===== config.mk =====
export PLATFORM = sky130hd
export DESIGN_NAME = antares_stall_controller
export DESIGN_NICKNAME = d
export VERILOG_FILES = /design/src/rtl/antares_stall_controller.sv
export SDC_FILE = /design/constraint.sdc
export NUM_CORES = 1
export LEC_CHECK = 0
export BUFFER_PORTS_ARGS = -buffer_cell sky130_fd_sc_hd__buf_4
export CORE_AREA = 5 5 42 44
export CTS_BUF_LIST = sky130_fd_sc_hd__clkbuf_4 sky130_fd_sc_hd__clkbuf_8
export DETAILED_ROUTE_END_ITERATION = 6
export DIE_AREA = 0 0 47 49
export GPL_ROUTABILITY_DRIVEN = 0
export HOLD_SLACK_MARGIN = 0.15
export PLACE_DENSITY = 0.57
export REMOVE_ABC_BUFFERS = 1
export SLEW_MARGIN = 0
export SYNTH_ARGS = -nofsm -noshare
export SYNTH_HDL_FRONTEND = slang
export SYNTH_SLANG_ARGS = --single-unit

===== constraint.sdc =====
create_clock -name clk -period 2.1 [get_ports clk]
set_input_delay 0.42 -clock clk [delete_from_list [all_inputs] [get_ports clk]]
set_output_delay 0.42 -clock clk [all_outputs]
set_load 0.05 [all_outputs]

===== src/rtl/antares_stall_controller.sv =====
// antares_stall_controller
// Central stall/flush sequencer for the five-stage pipeline. It merges
// per-stage stall requests into a back-to-front stall chain. It issues the
// stall and flush controls for the IF/ID, ID/EX, EX/MEM and MEM/WB
// registers. It also owns the multi-cycle multiply/divide occupancy FSM.
//
// Ports:
//   clk, rst        clock; synchronous active-high reset
//   if_stall_req    instruction memory not ready
//   id_hazard_req   unresolvable data hazard in ID
//   ex_md_start     EX issues MULT/MULTU/DIV/DIVU
//   ex_md_div       qualifies ex_md_start (1 = divide)
//   ex_md_use       EX instruction needs the MD unit
//   mem_stall_req   data memory transaction outstanding
//   mem_exc_req     MEM instruction takes an exception
//   *_stall         hold the corresponding stage register
//   *_flush         clear the stage's critical control fields
//   md_busy         MD unit occupied
//   md_done         pulse on the last busy cycle
//   md_start_ok     MD start accepted; MD unit samples operands on this pulse
module antares_stall_controller #(
  parameter int MULT_LAT = 4,
  parameter int DIV_LAT  = 32
) (
  input  logic clk,
  input  logic rst,
  input  logic if_stall_req,
  input  logic id_hazard_req,
  input  logic ex_md_start,
  input  logic ex_md_div,
  input  logic ex_md_use,
  input  logic mem_stall_req,
  input  logic mem_exc_req,
  output logic if_stall,
  output logic id_stall,
  output logic ex_stall,
  output logic mem_stall,
  output logic wb_stall,
  output logic if_flush,
  output logic id_flush,
  output logic ex_flush,
  output logic mem_flush,
  output logic md_busy,
  output logic md_done,
  output logic md_start_ok
);

  localparam int CW = (DIV_LAT > 1) ? $clog2(DIV_LAT) : 1;

  typedef enum logic {IDLE, BUSY} md_state_t;

  md_state_t     state, state_nxt;
  logic [CW-1:0] cnt, cnt_nxt;
  logic          exc_take;
  logic          start_acc;

  // An exception is only taken once MEM is no longer stalled.
  assign exc_take  = mem_exc_req & ~mem_stall_req;
  assign start_acc = ex_md_start & (state == IDLE) & ~mem_stall_req & ~exc_take;

  // State register
  always_ff @(posedge clk) begin
    if (rst) begin
      state <= IDLE;
      cnt   <= '0;
    end else begin
      state <= state_nxt;
      cnt   <= cnt_nxt;
    end
  end

  // Next-state logic; the counter runs regardless of pipeline stalls.
  always_comb begin
    state_nxt = state;
    cnt_nxt   = cnt;
    unique case (state)
      IDLE: begin
        if (start_acc) begin
          state_nxt = BUSY;
          cnt_nxt   = ex_md_div ? CW'(DIV_LAT - 1) : CW'(MULT_LAT - 1);
        end
      end
      BUSY: begin
        if (cnt == '0) state_nxt = IDLE;
        else           cnt_nxt   = cnt - 1'b1;
      end
      default: begin
        state_nxt = IDLE;
        cnt_nxt   = '0;
      end
    endcase
  end

  // Outputs: all combinational and held at 0 while rst is asserted.
  always_comb begin
    logic md_wait;
    logic ex_s;
    logic id_s;
    md_wait     = (state == BUSY) & ex_md_use;
    ex_s        = mem_stall_req | md_wait;
    id_s        = ex_s | id_hazard_req;

    if_stall    = 1'b0;
    id_stall    = 1'b0;
    ex_stall    = 1'b0;
    mem_stall   = 1'b0;
    wb_stall    = 1'b0;
    if_flush    = 1'b0;
    id_flush    = 1'b0;
    ex_flush    = 1'b0;
    mem_flush   = 1'b0;
    md_busy     = 1'b0;
    md_done     = 1'b0;
    md_start_ok = 1'b0;

    if (!rst) begin
      md_busy     = (state == BUSY);
      md_done     = (state == BUSY) & (cnt == '0);
      md_start_ok = start_acc;
      if (exc_take) begin
        // Squash the front of the pipe; stalls are overridden by the flush.
        if_flush  = 1'b1;
        id_flush  = 1'b1;
        ex_flush  = 1'b1;
        mem_flush = 1'b1;
      end else begin
        mem_stall = mem_stall_req;
        wb_stall  = mem_stall_req;
        ex_stall  = ex_s;
        id_stall  = id_s;
        if_stall  = id_s | if_stall_req;
      end
    end
  end

endmodule


Word-level counts from Yosys, hierarchy flattened
Index checks and enable logic that the tools add are counted.

storage, ports and cells
  register bits after elaboration = 6
  input port bits = 9
  output and inout port bits = 12
  logic and storage cells = 39

cells by class
  $add $sub $neg = 1
  equal/unequal tests = 2
  muxes and demuxes = 20
  bitwise operators = 12
  reduce and logical (&&, ||, !) cells = 2

operator list
  kind                                                                 number
  1-bit two-way mux                                                    15
  5-bit two-way mux                                                    3
  5-bit case mux with 2 select lines                                   1
  1-bit bitwise AND                                                    6
  5-bit zero test                                                      1
  5-bit by 1-bit subtractor with 5-bit output (second input constant)  1
  2-bit != test (second input constant)                                2
  1-bit inverter                                                       3
  1-bit OR                                                             3
  1-bit case mux with 2 select lines                                   1
  2-bit AND reduction                                                  1

Logic depth before layout (Yosys ltp)
Gate-level depths: netlist of run 1.

  word-level depth = 6
  mapped depth = 6
  mapped depth without buffers = 6

Worst setup path before layout of run 1
No wires, ideal clock.

  path type = register -> output
  start point = reg cnt[0]
  end point = out md_done
  data arrival time = 2.246 ns
  slack = -0.566 ns
  cell stages (with the launch flop) = 5
  cell sequence = dfxtp_1 inv_1 ha_1 or4b_4 nor3b_1

between the ends
  word-level cells in the longest chain between the ends = 3

ends and longest elaborated chain
  item                    line  text
  from (decl)             53    logic [CW-1:0] cnt, cnt_nxt;
  from (signal assigned)  68    cnt <= cnt_nxt;
  5-bit zero test         118   md_done = (state == BUSY) & (cnt == '0);
  1-bit bitwise AND       118
  1-bit two-way mux       116   if (!rst) begin
  to (decl)               44    output logic md_done,

No other way between the ends.

Worst setup path after layout of run 1
  start point = reg cnt[1]
  end point = out md_done

Same word-level chain as after synthesis.

==> results of run 1 <==
[cells by family after synthesis]
logic type,synth area share
fa+ha+maj,0.0286
flops,0.274
xor+xnor,0.0400
compound gates,0.217
simple gates,0.320
buf+inv,0.120
[flip-flops by register name, indices dropped and copies added (netlist names)]
register and cells:
cnt 5, state 1
[power groups by stage]
stage | clock network [mW] | registers (mW) | logic [mW]
2_1_floorplan | 0 | 0.131 | 0.0895
3_3_place_gp | 0 | 0.131 | 0.135
3_5_place_dp | 0 | 0.131 | 0.136
4_1_cts | 0.108 | 0.129 | 0.147
5_1_grt | 0.108 | 0.130 | 0.157
6_report | 0.100 | 0.129 | 0.146
[worst min path at each step]
| stage | start | end | cells past startpoint |
|---|---|---|---|
| finish | rst | cnt[3] | 2 |
| detailed placement | cnt[0] | cnt[0] | 2 |
| global route | rst | cnt[3] | 2 |
| global placement | cnt[0] | cnt[0] | 2 |
| CTS | rst | cnt[3] | 2 |
| floorplan | cnt[0] | cnt[0] | 2 |
[synthesized netlist by cell type]
library cell	n	area, um^2
a21oi_2	1	8.76
dfxtp_1	6	120
a211o_1	1	8.76
a21oi_1	3	15.0
a31oi_1	1	6.26
inv_1	4	15.0
nor3b_1	1	7.51
a22o_1	1	8.76
or4b_4	1	13.8
a211oi_1	2	15.0
nor2_1	11	41.3
nor2b_1	3	18.8
xnor2_1	2	17.5
buf_4	4	30.0
clkbuf_1	2	7.51
nand4_1	1	6.26
o211ai_1	1	7.51
a311oi_1	1	8.76
nor4b_4	1	23.8
ha_1	1	12.5
nand2_1	5	18.8
a21oi_4	1	16.3
nor3_1	2	10.0
[through the flow]
step           std cells  setup WS (ns)  total power, mW  instance area, um^2  hold slack (ns)
3_3_place_gp          88          0.182            0.266                  586            0.494
3_5_place_dp          88          0.147            0.266                  586            0.503
2_1_floorplan         50          -2.84            0.220                  400            0.472
4_1_cts               93         0.0117            0.383                  634            0.445
6_report              93         0.0754            0.375                  634            0.451
5_1_grt               93         0.0278            0.395                  634            0.473
[placed cells by master, fill, tap and decap left out, types with 2 or more instances in the layout]
cell type | synthesis | final
nor3_1 | 2 | 2
nor2_1 | 11 | 11
buf_4 | 4 | 23
nand2_1 | 5 | 5
a21oi_1 | 3 | 3
clkbuf_4 | 0 | 3
nor2b_1 | 3 | 3
inv_1 | 4 | 3
xnor2_1 | 2 | 2
dfxtp_1 | 6 | 6
a211oi_1 | 2 | 2
[cell type report]
| class | count | area share |
|---|---|---|
| multi-input combinational | 40 | 0.430 |
| timing repair buffer | 24 | 0.290 |
| sequential | 6 | 0.189 |
| clock buffer | 3 | 0.0355 |
| tap | 16 | 0.0316 |
| inverter | 4 | 0.0237 |
[what timing repair did]
item                                    CTS  global route
setup buffers                             2             0
resized for setup                         3             1
hold buffers                              0             0
pin swaps                                 2             1
endpoints found under the setup margin    1             1
[routing by layer]
metal,routed length (um),global-route usage,vias up
met3,149,0.0148,2
met4,12,0.0829,0
met1,404,0.112,198
li1,-,-,233
met2,456,0.145,19
met5,0,0,-
==> reports/qor.csv, run 1 <==
stage;metric;value;unit
route;Total Routed Length;1020;um
finish;nets@finish;89;
sta;Final Hold Violating Endpoints;0;
route;routed wire length per instance;11.0;um
clock_tree;CTS Buf Count;3;
route;DR iter-0 viols;4;
critical_path;CP delay by family, top;simple AND/OR/NAND/NOR gates;
critical_path;crit path max fanout;3;
critical_path;r2r startpoint;cnt[1];
power_and_ir_drop;cell area power density;591;mW/mm^2
power_and_ir_drop;sequential share of power;0.345;
critical_path;Worst Setup SP;cnt[1];
critical_path;worst reg2reg endpoint;cnt[2];
global_routing;largest net degree at the start of global routing;15;
sta;Worst slew margin;0.724;
critical_path;Slowest-stage cell, CP;or4b_4;
power_and_ir_drop;Static Leakage;0.281;nW
floorplan;core footprint;0.00140;mm^2
critical_path;WP data required;1.68;ns
critical_path;Crit Path Class;reg2out;
synthesis;sequential area share after synthesis;0.274;
finish;Post-Route Utilization;0.453;
finish;ANT cells;0;
global_routing;vias in the first global route;387;
clock_tree;CTS root buf;clkbuf_4;
sta;Final period util;0.964;
critical_path;Setup crit end;md_done;
critical_path;Startpoint Class;flip-flop;
synthesis;post-synthesis cell count;56;
power_and_ir_drop;clock power share;0.267;
place;Buffers on Ports;20;
power_and_ir_drop;Cell Int Power;248;uW
global_routing;GRT overflow;0;
critical_path;Buf/Inv on CP;2;
synthesis;Mean Syn Cell Area;7.82;um^2
floorplan;Chip Height;49;um
sta;Max Fclk;494;MHz
critical_path;number of cells on the critical path;5;
finish;# fillers;148;
critical_path;crit path DAT;1.60;ns
floorplan;Top Ports;21;
critical_path;crit-path cells;inv_1 > ha_2 > or4b_4 > nor3b_2 > buf_6;
synthesis;Post-Syn Area;438;um^2
clock_tree;clk slew on worst S/H paths;0.04;ns
clock_tree;clk sinks;6;
sta;min cycle time layout;2.02;ns
global_routing;first-pass GRT wire length;1600;um
route;first-pass detailed-route iteration total;3;
sta;Pins Over Slew Limit;0;
global_routing;initial antenna violation count;0;
critical_path;max incr delay on CP;0.46;ns
floorplan;die area;0.00230;mm^2
route;post-route ant nets;0;
critical_path;Register-to-Register Path Depth;7;
route;DRC Markers;0;
clock_tree;Clock Path Buffers;2;
finish;share of layout cells above drive strength 1;0.442;
critical_path;R2R Setup Slk;0.43;ns
status;status;completed;
run;Max-cap violations;0;
power_and_ir_drop;sw power;127;uW
hold_path;Hold Path Class;in2reg;
place;DP HPWL;845;um
clock_tree;Skew-Pair Late Insertion Delay;0.24;ns
sta;Setup-failing EPs final;0;
clock_tree;CTS tree;done;
sta;RSZ-0062 raised after global routing;no;
clock_tree;H-Tree Depth;1;
sta;clock skew;0.00333;ns
floorplan;site row count;14;
synthesis;Yosys warnings;0;
floorplan;DIE WIDTH;47;um
power_and_ir_drop;combinational power share;0.389;
critical_path;Critical Path End Type;primary output;
sta;TNS Setup;0;ns
route;via count;452;
sta;slew of the pin with the lowest slew margin;0.411;ns
synthesis;Seq cells post-synth;6;
finish;area grow syn2layout;44.9;%
finish;Reg area;120;um^2
power_and_ir_drop;Worst VDD drop;294;uV
floorplan;initial core utilization;0.313;
synthesis;Synth cell types;23;
finish;area occupied by multi-input gates;273;um^2
power_and_ir_drop;sw frac;0.339;
route;vias per cell;4.86;
global_routing;Total GRT Usage;0.0965;
Power figures use the tool's default switching activity.
==> run 2: changes to the inputs <==
==> constraint.sdc (replaced) <==
create_clock -name clk -period 2.1 [get_ports clk]
set_input_delay 0.105 -clock clk [delete_from_list [all_inputs] [get_ports clk]]
set_output_delay 0.105 -clock clk [all_outputs]
set_load 0.05 [all_outputs]
==> reports/qor.csv, run 2 (synthesis gave the netlist of run 1 again) <==
stage;metric;value;unit;change
finish;Post-Route Utilization;0.436;;was 0.453
global_routing;vias in the first global route;432;;was 387
hold_path;Hold Path Class;in2reg;;unchanged
critical_path;Crit Path Class;reg2out;;unchanged
sta;clock skew;0.000608;ns;was 0.00333 ns
route;post-route ant nets;0;;unchanged
sta;slew of the pin with the lowest slew margin;0.447;ns;was 0.411 ns
clock_tree;clk slew on worst S/H paths;0.04;ns;about the same
floorplan;core footprint;0.00140;mm^2;unchanged
finish;share of layout cells above drive strength 1;0.373;;was 0.442
critical_path;crit path max fanout;5;;was 3
clock_tree;CTS tree;done;;unchanged
power_and_ir_drop;Static Leakage;0.269;nW;was 0.281 nW
place;DP HPWL;860;um;was 845 um
sta;Final Hold Violating Endpoints;0;;unchanged
global_routing;Total GRT Usage;0.0993;;was 0.0965
sta;RSZ-0062 raised after global routing;no;;unchanged
power_and_ir_drop;sequential share of power;0.350;;was 0.345
power_and_ir_drop;clock power share;0.278;;was 0.267
route;DRC Markers;0;;unchanged
route;routed wire length per instance;11.9;um;was 11.0 um
power_and_ir_drop;sw frac;0.347;;was 0.339
critical_path;Critical Path End Type;primary output;;unchanged
power_and_ir_drop;Cell Int Power;240;uW;was 248 uW
route;first-pass detailed-route iteration total;2;;was 3
finish;nets@finish;87;;was 89
power_and_ir_drop;cell area power density;601;mW/mm^2;was 591 mW/mm^2
clock_tree;Post-CTS Setup Inserts;0;;was 2
clock_tree;Skew-Pair Late Insertion Delay;0.24;ns;about the same
route;via count;448;;was 452
place;Buffers on Ports;20;;unchanged
critical_path;WP data required;2.00;ns;was 1.68 ns
finish;biggest regs;cnt x5, state x1;;unchanged
place;post-place setup slack;0.461;ns;was 0.147 ns
critical_path;crit-path cells;inv_1 > ha_1 > or4b_4 > nor3b_1 > buf_4;;was inv_1 > ha_2 > or4b_4 > nor3b_2 > buf_6
sta;Final WS setup;0.213;ns;was 0.0754 ns
critical_path;max incr delay on CP;0.53;ns;was 0.46 ns
finish;ANT cells;0;;unchanged
power_and_ir_drop;sw power;127;uW;about the same
power_and_ir_drop;combinational power share;0.372;;was 0.389
floorplan;Top Ports;21;;unchanged
critical_path;Slowest-stage cell, CP;or4b_4;;unchanged
clock_tree;H-Tree Depth;1;;unchanged
global_routing;first-pass GRT wire length;1740;um;was 1600 um
floorplan;site row count;14;;unchanged
clock_tree;clk sinks;6;;unchanged
status;status;completed;;unchanged
clock_tree;CTS root buf;clkbuf_4;;unchanged
power_and_ir_drop;Worst VDD drop;426;uV;was 294 uV
floorplan;initial core utilization;0.313;;unchanged
sta;Worst slew margin;0.701;;was 0.724
clock_tree;Clock Path Buffers;2;;unchanged
finish;max FFs per register;5;;unchanged
sta;TNS Setup;0;ns;unchanged
sta;Final period util;0.899;;was 0.964
critical_path;Startpoint Class;flip-flop;;unchanged
power_and_ir_drop;total power;367;uW;was 375 uW
global_routing;initial antenna violation count;0;;unchanged
global_routing;largest net degree at the start of global routing;15;;unchanged
finish;area grow syn2layout;39.4;%;was 44.9%
finish;most common cell after layout, fill and taps aside;buf_4;;unchanged
sta;Setup-failing EPs final;0;;unchanged
global_routing;GRT overflow;0;;unchanged
clock_tree;CTS Buf Count;3;;unchanged
sta;Max Fclk;530;MHz;was 494 MHz
sta;min cycle time layout;1.89;ns;was 2.02 ns
floorplan;Chip Height;49;um;unchanged
floorplan;DIE WIDTH;47;um;unchanged
route;Total Routed Length;1080;um;was 1020 um
floorplan;die area;0.00230;mm^2;unchanged
route;vias per cell;4.92;;was 4.86
finish;most frequent cells in the layout;buf_4, nor2_1, dfxtp_1;;unchanged
critical_path;crit path DAT;1.78;ns;was 1.60 ns
finish;Reg with most FFs;cnt;;unchanged
run;Max-cap violations;0;;unchanged
sta;Pins Over Slew Limit;0;;unchanged
route;DR iter-0 viols;7;;was 4
[run 2: changes by cell type in the layout (fill, tap and decap cells not counted)]
cell,change
dlygate4sd3_1,+1
buf_6,-1
inv_2,-1
nor3b_1,+1
ha_2,-1
nor3b_2,-1
ha_1,+1
buf_4,-2
inv_1,+1
[run 2: timing repair]
item	CTS	global route
resized for setup	0	0
hold buffers	1	0
endpoints found under the hold margin	5	0
[run 2: through the flow]
stage | hold WS (ns) | std cells | instance area [um^2]
2_1_floorplan | 0.167 | 50 | 400
3_3_place_gp | 0.377 | 87 | 578
3_5_place_dp | 0.381 | 87 | 578
4_1_cts | 0.250 | 91 | 611
5_1_grt | 0.282 | 91 | 611
6_report | 0.257 | 91 | 611
[run 2: critical path, delay by kind of cell, from the launching register on]
kind                       cells  cell delay (ns)
DFF                            1             0.30
buffers and inverters          2             0.32
adders and majority gates      1             0.20
and+or+nand+nor                2             0.73
[run 2: layout make-up]
class / count / area (um^2)
fill: 153 / 791
multi-input combinational: 40 / 265
tap: 16 / 20.0
timing repair buffer: 22 / 168
inverter: 4 / 15.0
clock buffer: 3 / 22.5
sequential: 6 / 120
[run 2: worst paths after layout]
kind	from	endpoint	slack, ns	cells after the start
max	cnt[0]	md_done	0.21	5
min	ex_md_div	cnt[4]	0.26	5
max reg2reg	cnt[0]	cnt[2]	0.45	6
min reg2reg	cnt[0]	cnt[0]	0.51	2
[run 2: power groups by stage]
stage	Clock, mW	Sequential, mW	Combinational [mW]
floorplan	0	0.131	0.0895
global placement	0	0.131	0.134
detailed placement	0	0.131	0.135
CTS	0.110	0.128	0.138
global route	0.114	0.129	0.147
finish	0.102	0.129	0.136
[run 2: routing by layer]
layer,share of wire,track usage,up-vias,wire length [um]
met1,0.39,0.125,196,422
met2,0.45,0.143,21,488
met5,0,0,-,0
met4,0.0083,0.0691,0,9
li1,-,-,229,-
met3,0.15,0.0221,2,163
==> run 3: changes to the inputs <==
--- a/config.mk
+++ b/config.mk
@@ -7,7 +7,7 @@
 export LEC_CHECK = 0
 export BUFFER_PORTS_ARGS = -buffer_cell sky130_fd_sc_hd__buf_4
 export CORE_AREA = 5 5 42 44
-export CTS_BUF_LIST = sky130_fd_sc_hd__clkbuf_4 sky130_fd_sc_hd__clkbuf_8
+export CTS_BUF_LIST = sky130_fd_sc_hd__clkbuf_16
 export DETAILED_ROUTE_END_ITERATION = 6
 export DIE_AREA = 0 0 47 49
 export GPL_ROUTABILITY_DRIVEN = 0
==> constraint.sdc (replaced) <==
create_clock -name clk -period 2.26 [get_ports clk]
set_input_delay 0.113 -clock clk [delete_from_list [all_inputs] [get_ports clk]]
set_output_delay 0.113 -clock clk [all_outputs]
set_load 0.05 [all_outputs]
==> reports/qor.csv, run 3 (synthesis gave the netlist of run 1 again) <==
stage;metric;value;unit;change
clock_tree;CTS tree;done;;unchanged
critical_path;Startpoint Class;flip-flop;;unchanged
clock_tree;Skew-Pair Late Insertion Delay;0.23;ns;was 0.24 ns
critical_path;Worst Setup SP;cnt[0];;unchanged
route;vias per cell;4.89;;was 4.92
run;Max-cap violations;0;;unchanged
finish;nets@finish;85;;was 87
status;status;completed;;unchanged
place;DP HPWL;799;um;was 860 um
global_routing;GRT overflow;0;;unchanged
finish;most frequent cells in the layout;buf_4, nor2_1, dfxtp_1;;unchanged
floorplan;site row count;14;;unchanged
clock_tree;CTS Buf Count;3;;unchanged
finish;area grow syn2layout;47.4;%;was 39.4%
floorplan;die area;0.00230;mm^2;unchanged
critical_path;WP data required;2.15;ns;was 2.00 ns
finish;ANT cells;0;;unchanged
clock_tree;CTS root buf;clkbuf_16;;was clkbuf_4
global_routing;largest net degree at the start of global routing;15;;unchanged
place;Buffers on Ports;20;;unchanged
sta;Pins Over Slew Limit;0;;unchanged
power_and_ir_drop;cell area power density;819;mW/mm^2;was 601 mW/mm^2
critical_path;r2r startpoint;cnt[0];;unchanged
floorplan;initial core utilization;0.313;;unchanged
finish;most common cell after layout, fill and taps aside;buf_4;;unchanged
finish;non-filler cells in the finished layout;89;;was 91
power_and_ir_drop;Static Leakage;0.283;nW;was 0.269 nW
critical_path;Critical Path End Type;primary output;;unchanged
clock_tree;CTS hold repair buffers;0;;was 1
floorplan;Chip Height;49;um;unchanged
global_routing;initial antenna violation count;0;;unchanged
power_and_ir_drop;total power;529;uW;was 367 uW
finish;Reg area;120;um^2;unchanged
finish;biggest regs;cnt x5, state x1;;unchanged
critical_path;crit path max fanout;5;;unchanged
sta;Worst slew margin;0.653;;was 0.701
floorplan;DIE WIDTH;47;um;unchanged
power_and_ir_drop;Worst VDD drop;523;uV;was 426 uV
global_routing;first-pass GRT wire length;1580;um;was 1740 um
sta;clock skew;0.000742;ns;was 0.000608 ns
hold_path;Hold Path Class;in2reg;;unchanged
finish;# fillers;148;;was 153
critical_path;Crit Path Class;reg2out;;unchanged
sta;Final period util;0.833;;
sta;Max Fclk;531;MHz;
clock_tree;H-Tree Depth;1;;unchanged
sta;min cycle time layout;1.88;ns;
route;via count;435;;was 448
sta;Final WS setup;0.378;ns;was 0.213 ns
clock_tree;clk sinks;6;;unchanged
global_routing;vias in the first global route;375;;was 432
clock_tree;Clock Path Buffers;2;;unchanged
route;post-route ant nets;0;;unchanged
place;post-place setup slack;0.611;ns;was 0.461 ns
place;cell total after placement;86;;was 87
clock_tree;clk slew on worst S/H paths;0.03;ns;was 0.04 ns
sta;slew of the pin with the lowest slew margin;0.520;ns;was 0.447 ns
sta;Setup-failing EPs final;0;;unchanged
critical_path;crit path DAT;1.77;ns;was 1.78 ns
finish;max FFs per register;5;;unchanged
floorplan;Top Ports;21;;unchanged
route;DR iter-0 viols;4;;was 7
finish;Reg with most FFs;cnt;;unchanged
sta;RSZ-0062 raised after global routing;no;;unchanged
route;routed wire length per instance;11.6;um;was 11.9 um
global_routing;Total GRT Usage;0.0959;;was 0.0993
finish;Post-Route Utilization;0.461;;was 0.436
finish;area occupied by multi-input gates;265;um^2;unchanged
clock_tree;Post-CTS Setup Inserts;0;;unchanged
route;first-pass detailed-route iteration total;4;;was 2
route;Total Routed Length;1030;um;was 1080 um
clock_tree;cts repair resizes;0;;unchanged
finish;share of layout cells above drive strength 1;0.370;;was 0.373
floorplan;core footprint;0.00140;mm^2;unchanged
route;DRC Markers;0;;unchanged
sta;Final Hold Violating Endpoints;0;;unchanged
hold_path;Hold Crit Start;rst;;was ex_md_div
==> run 3: cell types whose count changed in the layout (fill, tap and decap cells not counted), sizes merged <==
cell,before,now
buf,21,20
dlygate4sd3,1,0
==> run 3: area by class of cell <==
type	instances	area share
inverter	4	0.0233
multi-input combinational	40	0.411
sequential	6	0.186
clock buffer	3	0.116
timing repair buffer	20	0.233
tap	16	0.0310
==> run 3: metal layers <==
metal / track usage / share of wire / vias up / wire length (um)
li1: - / - / 223 / -
met1: 0.108 / 0.40 / 189 / 413
met2: 0.145 / 0.42 / 21 / 438
met3: 0.0295 / 0.15 / 2 / 154
met4: 0.0691 / 0.027 / 0 / 28
met5: 0 / 0 / - / 0
==> run 3: worst paths after layout <==
| check | to | slack (ns) | depth (start not counted) |
|---|---|---|---|
| max reg2reg | cnt[2] | 0.62 | 6 |
| max | md_done | 0.38 | 5 |
| min | cnt[3] | 0.16 | 2 |
| min reg2reg | cnt[0] | 0.52 | 2 |
==> run 3: report_power, final <==
group          total [mW]  switching [mW]  internal, mW
Sequential          0.122         0.00837         0.113
Clock               0.286          0.0588         0.227
Combinational       0.121          0.0735        0.0478
==> run 3: metrics by stage <==
| stage | setup TNS (ns) | hold WS [ns] | area [um^2] |
|---|---|---|---|
| floorplan | -8.37 | 0.175 | 400 |
| global placement | 0 | 0.385 | 571 |
| detailed placement | 0 | 0.390 | 571 |
| CTS | 0 | 0.153 | 646 |
| global route | 0 | 0.167 | 646 |
| finish | 0 | 0.156 | 646 |
==> run 3: critical path: stages, from the launching register on <==
cell and delay [ns]:
dfxtp_1 0.30, inv_1 0.09, ha_1 0.21, or4b_4 0.53, nor3b_1 0.20, buf_4 0.22
